===== src/rtl/int_ctrl_pkg.sv =====
// rtl/int_ctrl_pkg.sv - shared types and constants for the interrupt controller (INT_CTRL_VECTORED_EN selects vectored mode in int_ctrl)
package int_ctrl_pkg;

    // Per-channel request FSM; encodings are visible in the status register.
    typedef enum logic [1:0] {
        ST_IDLE    = 2'd0,
        ST_REQ     = 2'd1,
        ST_SERVICE = 2'd2
    } chan_state_t;

    // Config register map.
    localparam logic [1:0] CFG_ENABLE  = 2'd0;
    localparam logic [1:0] CFG_FIQSEL  = 2'd1;
    localparam logic [1:0] CFG_PENDING = 2'd2;
    localparam logic [1:0] CFG_STATUS  = 2'd3;

    // Default vector bases.
    localparam logic [31:0] IRQ_VEC_DEFAULT = 32'h0000_0020;
    localparam logic [31:0] FIQ_VEC_DEFAULT = 32'h0000_0040;

    // Mask with the low n bits set; keeps register bits above the source count at zero.
    function automatic logic [31:0] src_mask(input int n);
        logic [31:0] m;
        for (int i = 0; i < 32; i++) begin
            m[i] = (i < n);
        end
        return m;
    endfunction

endpackage


===== src/rtl/int_prio_enc.sv =====
// rtl/int_prio_enc.sv - lowest-index-wins priority encoder with valid flag
module int_prio_enc #(
    parameter int N_SRC = 8
) (
    input  logic [N_SRC-1:0] req,
    output logic             valid,
    output logic [4:0]       id
);

    // Scan from the top down so the lowest set index is the last one written.
    always_comb begin
        valid = |req;
        id    = '0;
        for (int i = N_SRC - 1; i >= 0; i--) begin
            if (req[i]) begin
                id = 5'(i);
            end
        end
    end

endmodule


===== src/rtl/int_ctrl.sv =====
// rtl/int_ctrl.sv - IRQ/FIQ interrupt controller top (INT_CTRL_VECTORED_EN adds id-scaled vector offsets)
module int_ctrl
    import int_ctrl_pkg::*;
#(
    parameter int          N_SRC   = 8,
    parameter logic [31:0] IRQ_VEC = IRQ_VEC_DEFAULT,
    parameter logic [31:0] FIQ_VEC = FIQ_VEC_DEFAULT
) (
    input  logic             clk,
    input  logic             Rst_n,
    input  logic [N_SRC-1:0] src,
    input  logic             cfg_we,
    input  logic [1:0]       cfg_addr,
    input  logic [31:0]      cfg_wdata,
    output logic [31:0]      cfg_rdata,
    input  logic             ack_irq,
    input  logic             ack_fiq,
    input  logic             eoi_irq,
    input  logic             eoi_fiq,
    output logic             EX_irq,
    output logic             EX_fiq,
    output logic [31:0]      INT_Vector,
    output logic [4:0]       INT_id
);

    localparam logic [31:0] MASK = src_mask(N_SRC);

    // Config and pending registers are kept 32 bits wide with unused bits held at zero.
    logic [31:0]      enable_r;
    logic [31:0]      fiqsel_r;
    logic [31:0]      pending_r;
    logic [31:0]      pending_nx;
    logic [31:0]      rise;
    logic [31:0]      ack_clr;
    logic [31:0]      w1c;
    logic [N_SRC-1:0] src_q;

    logic [N_SRC-1:0] elig_irq;
    logic [N_SRC-1:0] elig_fiq;
    logic             irq_valid;
    logic             fiq_valid;
    logic [4:0]       irq_win;
    logic [4:0]       fiq_win;

    chan_state_t      irq_state;
    chan_state_t      irq_next;
    chan_state_t      fiq_state;
    chan_state_t      fiq_next;
    logic [4:0]       irq_id;
    logic [4:0]       irq_id_next;
    logic [4:0]       fiq_id;
    logic [4:0]       fiq_id_next;
    logic [31:0]      vec_next;
    logic [4:0]       vid_next;

    assign elig_irq = pending_r[N_SRC-1:0] & enable_r[N_SRC-1:0] & ~fiqsel_r[N_SRC-1:0];
    assign elig_fiq = pending_r[N_SRC-1:0] & enable_r[N_SRC-1:0] &  fiqsel_r[N_SRC-1:0];

    int_prio_enc #(.N_SRC(N_SRC)) u_enc_irq (
        .req   (elig_irq),
        .valid (irq_valid),
        .id    (irq_win)
    );

    int_prio_enc #(.N_SRC(N_SRC)) u_enc_fiq (
        .req   (elig_fiq),
        .valid (fiq_valid),
        .id    (fiq_win)
    );

    // Pending update: edges set, acks and W1C clear, a same-cycle edge wins over a clear.
    always_comb begin
        rise             = '0;
        rise[N_SRC-1:0]  = src & ~src_q;
        ack_clr          = '0;
        for (int i = 0; i < N_SRC; i++) begin
            if ((irq_state == ST_REQ) && ack_irq && (irq_id == 5'(i))) begin
                ack_clr[i] = 1'b1;
            end
            if ((fiq_state == ST_REQ) && ack_fiq && (fiq_id == 5'(i))) begin
                ack_clr[i] = 1'b1;
            end
        end
        w1c        = (cfg_we && (cfg_addr == CFG_PENDING)) ? (cfg_wdata & MASK) : '0;
        pending_nx = ((pending_r & ~ack_clr & ~w1c) | rise) & MASK;
    end

    // Edge-detect history, pending bits and writable config registers.
    always_ff @(posedge clk or negedge Rst_n) begin
        if (!Rst_n) begin
            src_q     <= '0;
            pending_r <= '0;
            enable_r  <= '0;
            fiqsel_r  <= '0;
        end else begin
            src_q     <= src;
            pending_r <= pending_nx;
            if (cfg_we && (cfg_addr == CFG_ENABLE)) begin
                enable_r <= cfg_wdata & MASK;
            end
            if (cfg_we && (cfg_addr == CFG_FIQSEL)) begin
                fiqsel_r <= cfg_wdata & MASK;
            end
        end
    end

    // Channel FSM next state; IRQ is held in IDLE while FIQ is busy, FIQ is never held.
    always_comb begin
        irq_next    = irq_state;
        irq_id_next = irq_id;
        fiq_next    = fiq_state;
        fiq_id_next = fiq_id;

        case (fiq_state)
            ST_IDLE: begin
                if (fiq_valid) begin
                    fiq_next    = ST_REQ;
                    fiq_id_next = fiq_win;
                end
            end
            ST_REQ:     if (ack_fiq) fiq_next = ST_SERVICE;
            ST_SERVICE: if (eoi_fiq) fiq_next = ST_IDLE;
            default:    fiq_next = ST_IDLE;
        endcase

        case (irq_state)
            ST_IDLE: begin
                if (irq_valid && (fiq_state == ST_IDLE)) begin
                    irq_next    = ST_REQ;
                    irq_id_next = irq_win;
                end
            end
            ST_REQ:     if (ack_irq) irq_next = ST_SERVICE;
            ST_SERVICE: if (eoi_irq) irq_next = ST_IDLE;
            default:    irq_next = ST_IDLE;
        endcase
    end

    // Vector source: FIQ while it is requesting, otherwise the (held) IRQ id.
    always_comb begin
        if (fiq_next == ST_REQ) begin
            vid_next = fiq_id_next;
`ifdef INT_CTRL_VECTORED_EN
            vec_next = FIQ_VEC + {25'b0, fiq_id_next, 2'b00};
`else
            vec_next = FIQ_VEC;
`endif
        end else begin
            vid_next = irq_id_next;
`ifdef INT_CTRL_VECTORED_EN
            vec_next = IRQ_VEC + {25'b0, irq_id_next, 2'b00};
`else
            vec_next = IRQ_VEC;
`endif
        end
    end

    // FSM state, latched ids and the registered CPU-facing request/vector outputs.
    always_ff @(posedge clk or negedge Rst_n) begin
        if (!Rst_n) begin
            irq_state  <= ST_IDLE;
            fiq_state  <= ST_IDLE;
            irq_id     <= '0;
            fiq_id     <= '0;
            EX_irq     <= 1'b0;
            EX_fiq     <= 1'b0;
            INT_Vector <= IRQ_VEC;
            INT_id     <= '0;
        end else begin
            irq_state  <= irq_next;
            fiq_state  <= fiq_next;
            irq_id     <= irq_id_next;
            fiq_id     <= fiq_id_next;
            EX_irq     <= (irq_next == ST_REQ);
            EX_fiq     <= (fiq_next == ST_REQ);
            INT_Vector <= vec_next;
            INT_id     <= vid_next;
        end
    end

    // Combinational register read.
    always_comb begin
        cfg_rdata = '0;
        case (cfg_addr)
            CFG_ENABLE:  cfg_rdata = enable_r;
            CFG_FIQSEL:  cfg_rdata = fiqsel_r;
            CFG_PENDING: cfg_rdata = pending_r;
            CFG_STATUS:  cfg_rdata = {17'b0, fiq_state, fiq_id, 1'b0, irq_state, irq_id};
            default:     cfg_rdata = '0;
        endcase
    end

endmodule


===== config.mk =====
export PLATFORM = sky130hd
export DESIGN_NAME = int_ctrl
export DESIGN_NICKNAME = d
export VERILOG_FILES = /design/src/rtl/int_ctrl_pkg.sv /design/src/rtl/int_prio_enc.sv /design/src/rtl/int_ctrl.sv
export SDC_FILE = /design/constraint.sdc
export NUM_CORES = 1
export LEC_CHECK = 0
export ABC_AREA = 1
export BUFFER_PORTS_ARGS = -buffer_cell sky130_fd_sc_hd__buf_2
export CAP_MARGIN = 20
export CORE_AREA = 5 5 61 118
export CTS_BUF_LIST = sky130_fd_sc_hd__clkbuf_8
export DETAILED_ROUTE_END_ITERATION = 16
export DIE_AREA = 0 0 66 123
export PLACE_DENSITY = 0.92
export SYNTH_ARGS = -nofsm -noshare
export SYNTH_HDL_FRONTEND = slang
export SYNTH_SLANG_ARGS = --single-unit

===== constraint.sdc =====
create_clock -name clk -period 1.5 [get_ports clk]
set_input_delay 0.3 -clock clk [delete_from_list [all_inputs] [get_ports clk]]
set_output_delay 0.3 -clock clk [all_outputs]
set_load 0.005 [all_outputs]

After elaboration in Yosys (flattened, before gate mapping)
Cells that the tools add are included.

Reductions and logical operators: 29. Equal/unequal tests: 23. Muxes and demuxes: 48. Bitwise logic cells: 11.

Operators by type and width (count): $pmux W32 S4 (1); $and A8 B8 Y8 (6); $mux W3 (16); $eq A5 B3 Y1 const B (8); $not A8 Y8 (4); $mux W5 (5); $logic_and A1 B1 Y1 (22); $eq A5 B2 Y1 const B (4); $mux W1 (16); $reduce_or A8 Y1 (2); $mux W2 (6); $pmux W2 S3 (2); $eq A2 B1 Y1 const B (5); $eq A5 B1 Y1 const B (2); $logic_not A5 Y1 (2); $eq A2 B2 Y1 const B (4); $mux W8 (1); $or A8 B8 Y8 (1); $mux W7 (1); $logic_not A2 Y1 (3).

Logic and storage cells: 123. Flip-flop bits (word level): 85.

Longest topological paths before layout
Gate-level depths: netlist (run 1).

Depth after elaboration: 13. Mapped depth: 12. Depth with buffers taken out: 12.

Cells and area by module
A second synthesis (run 1) with hierarchy kept.

Cells, all modules: 455. Area, all modules: 3348.2 um2.

By module, submodules not included: int_ctrl (times used 1, area an instance 3113.0 um2, cells each 405); int_prio_enc (times used 2, area an instance 117.6 um2, cells each 25).

Worst setup path after synthesis (run 1)
No wires, ideal clock.

Path kind: flip-flop to flip-flop. Start: reg fiqsel_r[7]. End: reg INT_id[0]. Arrival: 1180 ps. Data required time: 1384 ps. Library setup time: 116 ps. Cell stages (with the launch flop): 9. Slack: 203 ps. Path through: dfrtp_1 nand3_2 nand2_2 o21ai_2 nand2_2 a21oi_4 inv_4 nand2_1 nand2_1.

Elaborated cells on any way between the ends: 30. Classes of those cells: 1 x eq/ne; 23 x mux; 3 x bitwise; 3 x reduce/logical.

RTL lines: start: declaration (RTL line int_ctrl.sv:30) `logic [31:0] fiqsel_r;`; start signal: assignment (RTL line int_ctrl.sv:102) `fiqsel_r <= cfg_wdata & MASK;`; $and A8 B8 Y8 (RTL line int_ctrl.sv:57) `assign elig_fiq = pending_r[N_SRC-1:0] & enable_r[N_SRC-1:0] & fiqsel_r[N_SRC-1:0];`; $reduce_or A8 Y1 (RTL line int_prio_enc.sv:12) `valid = |req;`; $mux W2 (RTL line int_ctrl.sv:116) `if (fiq_valid) begin`; $pmux W2 S3 (RTL line int_ctrl.sv:114) `case (fiq_state)`; via fiq_next[0] (RTL line int_ctrl.sv:48) `chan_state_t fiq_next;`; $eq A2 B1 Y1 (RTL line int_ctrl.sv:141) `if (fiq_next == ST_REQ) begin`; $mux W5 (RTL line int_ctrl.sv:141); via vid_next[0] (RTL line int_ctrl.sv:54) `logic [4:0] vid_next;`; end signal: assignment (RTL line int_ctrl.sv:177) `INT_id <= vid_next;`; end: declaration (RTL line int_ctrl.sv:23) `output logic [4:0] INT_id`.

The timed path passes the listed nets, and every way through them passes these cells. A chain may end at the register's enable or synchronous reset.

Final worst setup path (run 1)
Start: reg irq_id[3]. End: out cfg_rdata[3].

Longest elaborated chain between the ends: 1.

RTL lines: start: declaration (RTL line int_ctrl.sv:49) `logic [4:0] irq_id;`; start signal: assignment (RTL line int_ctrl.sv:172) `irq_id <= irq_id_next;`; $pmux W32 S4 (RTL line int_ctrl.sv:184) `case (cfg_addr)`; end: declaration (RTL line int_ctrl.sv:15) `output logic [31:0] cfg_rdata,`.

No other way between the ends. The select of a mux whose other input is x is not followed.

==> summary.txt, run 1 <==
Die
  – Initial Utilization: 48.6%
  – I/O pin count: 120
  – Num rows: 41
  – Die Footprint: 0.00812 mm^2
  – DIE HEIGHT: 123 um
  – Die width: 66 um
  – Core area: 0.00621 mm^2

Yosys
  – Main synth FF type: dfrtp_1
  – Syn Area/Cell: 7.96 um^2
  – Register area share after synthesis: 44.8%
  – Cell taking the most area after synthesis: dfrtp_1
  – Most common library cells after synthesis: nand2_1, dfrtp_1, buf_4
  – Post-Syn Area: 0.00302 mm^2
  – Synth warnings: 0
  – Top-count cell post-synth: nand2_1
  – Async set-reset flop share out of synthesis: 100%
  – Post-Synthesis Cells: 379
  – Area fraction of the dominant cell type after synthesis: 44.0%
  – Synth area leaders: dfrtp_1, nand2_1, buf_4
  – Synth unique cells: 30
  – Yosys reg bits: 54
  – Post-synth EDFFs: 0

Clock network
  – CTS tree: done
  – Clock sink total: 54
  – CTS Buffer Depth: 2
  – Clock-pin slew on the worst setup and hold paths: 0.11 ns
  – Clk_lat worst skew: 0.32 ns
  – Htree depth: 2
  – Total CTS buffers: 5
  – Root buf cell: clkbuf_8

Placement
  – Buffers on Ports: 48
  – Routability-driven placement congestion ratio: 0.887
  – Placed wire-length estimate: 5450 um
  – Worst slack, placed: -0.0238 ns

Global routing
  – GRT Total Usage: 17.9%
  – Vias in the first global route: 2500
  – Antenna violations before repair: 0
  – Congestion Overflow GR: 0
  – Global-route wire length before repair: 11300 um
  – Largest net degree at the start of global routing: 55

Timing
  – F_max: 0.669 GHz
  – Setup WS post-layout: 0.00584 ns
  – Final Hold Vio Count: 0
  – Pins Over Slew Limit: 0
  – Final period util: 99.6%
  – Final Skew: 0.0128 ns
  – RSZ-0062 raised after global routing: yes
  – Setup violations, final: 0
  – Crit path time final: 1.49 ns

Power and ir drop
  – Switching Power: 2.14 mW
  – P_int: 3.05 mW
  – Sequential power share: 40.9%
  – Peak supply drop: 1.01 mV
  – P_leak: 1.91 nW
  – Switching part of the total power: 41.3%
  – Combinational share of power: 42.4%
  – Pwr Density: 1460 mW/mm^2
  – Clk pwr share: 16.7%

Setup path
  – WS Path Type: reg -> out
  – Crit-path slowest cell: dfrtp_1
  – Critical Path AT: 1.19 ns
  – CP max FO: 3
  – Slowest Stage Delay on Critical Path: 0.41 ns
  – Worst path required time: 1.20 ns
  – Crit path buf inv count: 2
  – Element type at the critical path end: output pin
  – Critical Path Start Type: flop
  – Top delay family on crit path: flip-flops
  – Worst path cell trace: inv_2 > o2111ai_2 > buf_2

Routing
  – DRT Wirelength: 7610 um
  – Met3 routed WL: 582 um
  – Routed vias/inst: 4.93
  – WL per Instance: 14.1 um
  – Drt first-iter violations: 285
  – WL met2: 3890 um
  – Remaining DRCs: 0
  – ANT nets after route: 0
  – Total number of vias: 2661
  – DR top layer: met4
  – Pre-antenna DRT Iters: 4
  – Metal1 wirelength: 2920 um

Flow run
  – Max-Cap Viols: 0

Layout
  – ANT cells: 0
  – Final Util: 57.3%
  – Layout cells sized above 1: 27.1%
  – Nets@finish: 502
  – Area Growth Syn to Fin: 18.0%

Status
  – Status: finished, final reports clean

Hold path
  – Hold Path Class: in -> reg
worst reg2reg max path, stage by stage (launching register included):
cell	delay, ns
dfrtp_1	0.42
nand3_1	0.12
nand2_1	0.10
o21ai_2	0.20
nand2_2	0.11
a21oi_4	0.13
buf_4	0.15
inv_4	0.04
nand2_1	0.06
nand2_1	0.04
power groups by stage:
stage / combinational (mW) / clock, mW / sequential (mW)
4_1_cts: 1.96 / 0.863 / 2.08
3_3_place_gp: 1.77 / 0 / 2.11
5_1_grt: 2.46 / 0.937 / 2.16
2_1_floorplan: 1.28 / 0 / 2.09
3_5_place_dp: 1.83 / 0 / 2.13
6_report: 2.20 / 0.866 / 2.12
flip-flops by register name, summed over array words and instances, names as in the netlist:
| signal | cells |
|---|---|
| irq_id | 5 |
| fiqsel_r | 8 |
| src_q | 8 |
| INT_Vector | 2 |
| fiq_id | 5 |
| fiq_state | 2 |
| EX_irq | 1 |
| INT_id | 5 |
| pending_r | 8 |
| irq_state | 2 |
| enable_r | 8 |
placed cells by master, fill, tap and decap left out, types with 2 or more instances in the layout:
master / n
nand3_2: 9
nor2_2: 3
o21ai_2: 2
o31ai_1: 2
nand3_1: 20
inv_2: 6
nor2_4: 5
inv_6: 2
o21ai_0: 20
inv_1: 44
buf_6: 5
buf_4: 17
o2111ai_2: 4
clkbuf_8: 5
inv_4: 2
buf_2: 48
nor2_1: 19
o21ai_1: 10
nor3_1: 2
o2111ai_1: 9
nand2_2: 9
a21oi_1: 3
dfrtp_1: 53
nand2_1: 95
conb_1: 47
metrics by stage:
stage	setup TNS, ns	area, um^2	hold WS (ns)	total power, mW	instances
floorplan	0	3190	0.00441	3.36	425
global placement	0	3280	0.312	3.88	522
detailed placement	-0.0262	3280	0.317	3.96	522
CTS	0	3410	0.0834	4.91	535
global route	-0.384	3560	0.0870	5.56	540
finish	0	3560	0.0915	5.19	540
logic make-up after synthesis:
logic type,after synthesis,share of synthesized area [%]
AOI/OAI and AO/OA,54,11.6
buffers and inverters,103,19.0
and+or+nand+nor,167,24.5
DFF,54,44.8
other,1,0.124
path summary, 6_finish.rpt:
kind / start / end / slack [ns] / depth (start not counted)
max reg2reg: fiqsel_r[5] / INT_id[0] / 0.03 / 9
min reg2reg: src_q[5] / pending_r[5] / 0.41 / 1
max: irq_id[3] / cfg_rdata[3] / 0.006 / 3
min in group asynchronous: Rst_n / irq_state[1] / 0.50 / 3
max in group asynchronous: Rst_n / INT_Vector[5] / 0.71 / 3
min: src[3] / src_q[3] / 0.09 / 1
final cells by class:
type	count	area, um^2
Clock inverter	3	22.5
Multi-Input combinational cell	268	1350
Sequential cell	54	1350
Tap cell	86	108
Timing Repair Buffer	72	454
Inverter	52	200
Clock buffer	5	68.8
Fill cell	527	2650
layer usage:
layer	global-route usage, %	up-vias
met5	0	-
met4	9.54	0
met3	3.82	17
met2	27.0	134
met1	24.1	1241
li1	-	1269
what timing repair did:
item,4_1_cts,5_1_grt
hold buffers,1,0
pin swaps,0,4
setup endpoints to repair,8,17
resized for setup,1,28
endpoints found under the hold margin,53,0
buffers inserted,4,5
Note: power is estimated with default switching activity, not from simulation.
==> run 2: changes to the inputs <==
REMOVE_ABC_BUFFERS = 1   (was unset)
==> summary.txt, run 2 (same netlist as run 1, synthesis figures left out) <==
Status
  – Status: finished, violations left
  – Failing checks: negative setup slack

Clock network
  – CTS Buffer Depth: 2
  – Clock sink total: 54
  – CTS tree: done
  – Root buf cell: clkbuf_8
  – Total CTS buffers: 5
  – Htree depth: 2
  – Clock-pin slew on the worst setup and hold paths: 0.10 ns
  – Clk_lat worst skew: 0.32 ns

Routing
  – Remaining DRCs: 0
  – Drt first-iter violations: 202
  – WL per Instance: 14.3 um
  – Total number of vias: 2746
  – Routed vias/inst: 5.04
  – Pre-antenna DRT Iters: 6
  – ANT nets after route: 0
  – DRT Wirelength: 7800 um

Setup path
  – FF-to-FF setup slack: 0 ns
  – WS Path Type: reg -> out
  – Critical Path AT: 1.21 ns
  – Worst path required time: 1.20 ns
  – FF-to-FF Start: pending_r[4]
  – Reg-to-Reg End: INT_id[0]
  – Element type at the critical path end: output pin
  – CP max FO: 3
  – Critical Path Start Type: flop
  – FF-to-FF path depth: 11

Die
  – Die Footprint: 0.00812 mm^2
  – DIE HEIGHT: 123 um
  – Num rows: 41
  – Core area: 0.00621 mm^2
  – I/O pin count: 120
  – Initial Utilization: 48.6%
  – Die width: 66 um

Global routing
  – Largest net degree at the start of global routing: 29
  – GRT Total Usage: 18.4%
  – Global-route wire length before repair: 11600 um
  – Antenna violations before repair: 0
  – Congestion Overflow GR: 0
  – Vias in the first global route: 2535

Flow run
  – Max-Cap Viols: 0

Timing
  – RSZ-0062 raised after global routing: yes
  – Pins Over Slew Limit: 0
  – Final period util: 101%
  – F_max: 0.663 GHz
  – Hold_ws: 0.0917 ns
  – Setup violations, final: 1
  – Crit path time final: 1.51 ns
  – Final Skew: 0.00533 ns
  – Final Hold Vio Count: 0
  – Setup WS post-layout: -0.00866 ns
  – Setup tns final: -0.00866 ns

Hold path
  – Hold Path Class: in -> reg
  – Hold Path Sink: src_q[2]
  – Hold path depth: 1
  – Hold path start: src[2]

Layout
  – Most frequent cells in the layout: nand2_1, dfrtp_1, buf_2
  – Final Util: 59.2%
  – Count of non-filler cells in the finished layout: 545
  – Area Growth Syn to Fin: 21.9%
  – Layout cells sized above 1: 29.0%
  – Nets@finish: 507
  – ANT cells: 0
  – Commonest non-fill, non-tap cell in the layout: nand2_1

Power and ir drop
  – Pwr Density: 1480 mW/mm^2
  – Total power: 5.45 mW
  – Peak supply drop: 0.932 mV
  – P_leak: 1.97 nW

Placement
  – Post-Place Cells: 527
  – Placed wire-length estimate: 5760 um
  – Routability-driven placement congestion ratio: 0.886
  – Buffers on Ports: 48
==> run 2: changes by cell type in the layout (fill, tap and decap cells not counted), moves of 2 or more <==
cell     previous run  this run
buf_6               5         8
dfrtp_1            53        51
dfrtp_2             0         2
nand2_1            95        92
nand2_2             9        11
==> run 2: final cells by class <==
class / count / area [um^2]
clock buffer: 5 / 68.8
timing repair buffer: 77 / 515
clock inverter: 3 / 47.5
inverter: 52 / 198
fill: 516 / 2530
sequential: 54 / 1360
multi-input combinational: 268 / 1390
tap: 86 / 108
==> run 2: how the worst max path moves through the flow <==
| stage | end | slack, ns | cells after the start | startpoint |
|---|---|---|---|---|
| final | cfg_rdata[0] | -0.009 | 4 | fiqsel_r[0] |
| after global routing | INT_id[0] | -0.16 | 11 | pending_r[4] |
| after CTS | cfg_rdata[0] | 0.001 | 3 | irq_id[0] |
| after detailed placement | pending_r[4] | -0.01 | 7 | cfg_addr[0] |
| after global placement | cfg_rdata[3] | 0.004 | 4 | cfg_addr[1] |
| after floorplan | INT_id[0] | 0.20 | 8 | fiqsel_r[7] |
==> run 2: per-stage QoR <==
stage                     area, um^2  setup slack (ns)
final                           3680          -0.00866
after global routing            3680            -0.157
after CTS                       3480           0.00107
after detailed placement        3320           -0.0140
after global placement          3320           0.00416
after floorplan                 2820             0.203
==> run 2: metal layers <==
metal	share of wire (%)	GRT usage (%)	up-vias
met1	36	23.0	1273
li1	-	-	1278
met4	4.2	7.25	0
met5	0	0	-
met3	8.2	3.00	36
met2	52	31.4	159
==> run 2: repair_timing <==
item                       CTS  global route
pin swaps                    1            12
setup endpoints to repair    3            24
hold buffers                 1             0
resized for setup            2            37
buffers inserted             2             7
hold endpoints to repair    15             0
==> run 2: power breakdown <==
group | switching, mW | internal, mW | leakage, nW
combinational | 1.33 | 0.963 | 1.26
sequential | 0.325 | 1.81 | 0.656
clock | 0.511 | 0.507 | 0.0587
total | 2.17 | 3.28 | 1.97
==> run 2: critical path, cell delays in order, from the launching register on <==
cell,delay (ns)
dfrtp_1,0.44
buf_6,0.14
nand2_1,0.08
o2111ai_2,0.09
buf_2,0.14
==> run 3: changes to the inputs <==
ABC_AREA = 0   (was 1)
PLACE_DENSITY = 0.91   (was 0.92)
==> summary.txt, run 3 <==
Status
  – Status: finished, violations left
  – Failing checks: negative setup slack

Clock network
  – Clock-pin slew on the worst setup and hold paths: 0.10 ns
  – Clock sink total: 54
  – CTS Buffer Depth: 2
  – CTS tree: done
  – Clk_lat worst skew: 0.32 ns
  – Root buf cell: clkbuf_8
  – Total CTS buffers: 5
  – Htree depth: 2

Setup path
  – FF-to-FF Start: pending_r[2]
  – Most used cell, CP: mux2_4
  – Crit path buf inv count: 0
  – WS Path Type: reg -> reg
  – Crit-path slowest cell: dfrtp_1
  – Critical Path Start Type: flop
  – Top delay family on crit path: multiplexers
  – Worst path cell trace: nand3b_1 > o2111ai_2 > o21ai_2 > mux2_4 > mux2_4
  – Reg-to-Reg End: INT_id[0]
  – FF-to-FF path depth: 5
  – Critical Path AT: 2.09 ns
  – FF-to-FF setup slack: -0.38 ns
  – Slowest Stage Delay on Critical Path: 0.47 ns
  – Worst path required time: 1.71 ns
  – Element type at the critical path end: flop
  – CP max FO: 4

Placement
  – Placed wire-length estimate: 5840 um
  – Total placed instance area: 0.00348 mm^2
  – Routability-driven placement congestion ratio: 0.941
  – Buffers on Ports: 48

Hold path
  – Hold Path Class: in -> reg
  – Hold path start: src[2]
  – Hold Path Sink: src_q[2]
  – Hold path depth: 1

Routing
  – Drt first-iter violations: 301
  – Remaining DRCs: 0
  – ANT nets after route: 0
  – WL per Instance: 19.7 um
  – Total number of vias: 2689
  – DRT Wirelength: 9520 um
  – Pre-antenna DRT Iters: 5
  – Routed vias/inst: 5.57

Yosys
  – Cell taking the most area after synthesis: dfrtp_1
  – Yosys reg bits: 54
  – Synth area leaders: dfrtp_1, buf_4, mux2_1
  – Area fraction of the dominant cell type after synthesis: 44.4%
  – Synth warnings: 0
  – Post-Synthesis Cells: 279
  – Post-synth EDFFs: 0
  – Syn Area/Cell: 10.7 um^2
  – Register area share after synthesis: 45.3%
  – Post-Syn Area: 0.00298 mm^2
  – Async set-reset flop share out of synthesis: 100%
  – Top-count cell post-synth: dfrtp_1
  – Synth unique cells: 45
  – Main synth FF type: dfrtp_1
  – Most common library cells after synthesis: dfrtp_1, buf_4, nand2_1

Timing
  – Final Skew: 0.00635 ns
  – Crit path time final: 1.88 ns
  – Setup violations, final: 28
  – Final period util: 126%
  – Final Hold Vio Count: 0
  – Pins Over Slew Limit: 0
  – Setup WS post-layout: -0.383 ns
  – F_max: 0.531 GHz
  – RSZ-0062 raised after global routing: yes

Layout
  – Final Util: 64.7%
  – ANT cells: 0
  – Design area: 0.00402 mm^2
  – Most frequent cells in the layout: buf_4, conb_1, dfrtp_1
  – Layout cells sized above 1: 46.1%
  – Commonest non-fill, non-tap cell in the layout: buf_4
  – Area Growth Syn to Fin: 34.7%
  – Nets@finish: 446

Power and ir drop
  – Peak supply drop: 1.19 mV
  – Pwr Density: 1660 mW/mm^2
  – P_leak: 1.98 nW

Global routing
  – GRT Total Usage: 20.0%
  – Antenna violations before repair: 0
  – Vias in the first global route: 2470
  – Global-route wire length before repair: 12300 um
  – Congestion Overflow GR: 0
  – Largest net degree at the start of global routing: 55

Die
  – I/O pin count: 120
  – Num rows: 41
  – Initial Utilization: 48.1%
  – Die width: 66 um
  – Core area: 0.00621 mm^2
  – DIE HEIGHT: 123 um
  – Die Footprint: 0.00812 mm^2

Flow run
  – Max-Cap Viols: 0
## run 3: worst max path at each step
stage,cells past startpoint,endpoint,slack [ns],from
after floorplan,5,pending_r[2],-0.14,irq_state[1]
after global placement,5,INT_id[0],-0.23,pending_r[4]
after detailed placement,6,INT_id[1],-0.30,pending_r[0]
after CTS,3,cfg_rdata[6],-0.26,irq_state[1]
after global routing,5,INT_id[0],-0.42,enable_r[0]
final,5,INT_id[0],-0.38,pending_r[2]
## run 3: through the flow
step | hold slack (ns) | setup slack, ns | std cells | TNS [ns] | power [mW]
CTS | 0.0970 | -0.262 | 468 | -3.11 | 5.74
finish | 0.0963 | -0.383 | 483 | -4.95 | 6.69
global placement | 0.314 | -0.234 | 452 | -1.63 | 4.57
detailed placement | 0.315 | -0.304 | 452 | -2.38 | 4.68
floorplan | 0.00441 | -0.141 | 271 | -0.473 | 3.44
global route | 0.0835 | -0.423 | 483 | -6.16 | 6.99
## run 3: kinds of logic (layout without fill, tap and decap cells)
logic type	Yosys count	in the layout	share of synthesized area, %
and+or+nand+nor	83	83	16.0
DFF	54	54	45.3
buffers and inverters	67	139	14.5
AOI/OAI and AO/OA	43	43	9.56
other	1	47	0.126
muxes	31	31	14.4
## run 3: layout make-up
| cell class | count | area (um^2) |
|---|---|---|
| tap | 86 | 108 |
| multi-input combinational | 204 | 1540 |
| timing repair buffer | 119 | 875 |
| clock inverter | 2 | 13.8 |
| sequential | 54 | 1360 |
| fill | 452 | 2190 |
| inverter | 13 | 48.8 |
| clock buffer | 5 | 68.8 |
## run 3: worst register-to-register path: cells and delay by family (launching register included)
| family | cells | cell delay (ns) |
|---|---|---|
| mux | 2 | 0.59 |
| flops | 1 | 0.47 |
| compound gates | 2 | 0.50 |
| simple gates | 1 | 0.22 |
## run 3: repair_timing
action | CTS | global route
setup buffers | 8 | 15
cloned | 0 | 0
pin swaps | 10 | 21
hold buffers | 1 | 0
gates resized for setup | 24 | 39
hold endpoints to repair | 53 | 0
endpoints found under the setup margin | 21 | 28
## run 3: report_power, final
part	internal, mW	switching (mW)
clock network	0.324	0.491
logic	1.87	1.70
registers	1.88	0.427
## run 3: layer usage
| metal | global-route usage (%) | share of wire, % |
|---|---|---|
| met5 | 0 | 0 |
| met4 | 10.4 | 5.3 |
| met3 | 4.00 | 7.3 |
| met2 | 33.6 | 54 |
| met1 | 23.8 | 34 |
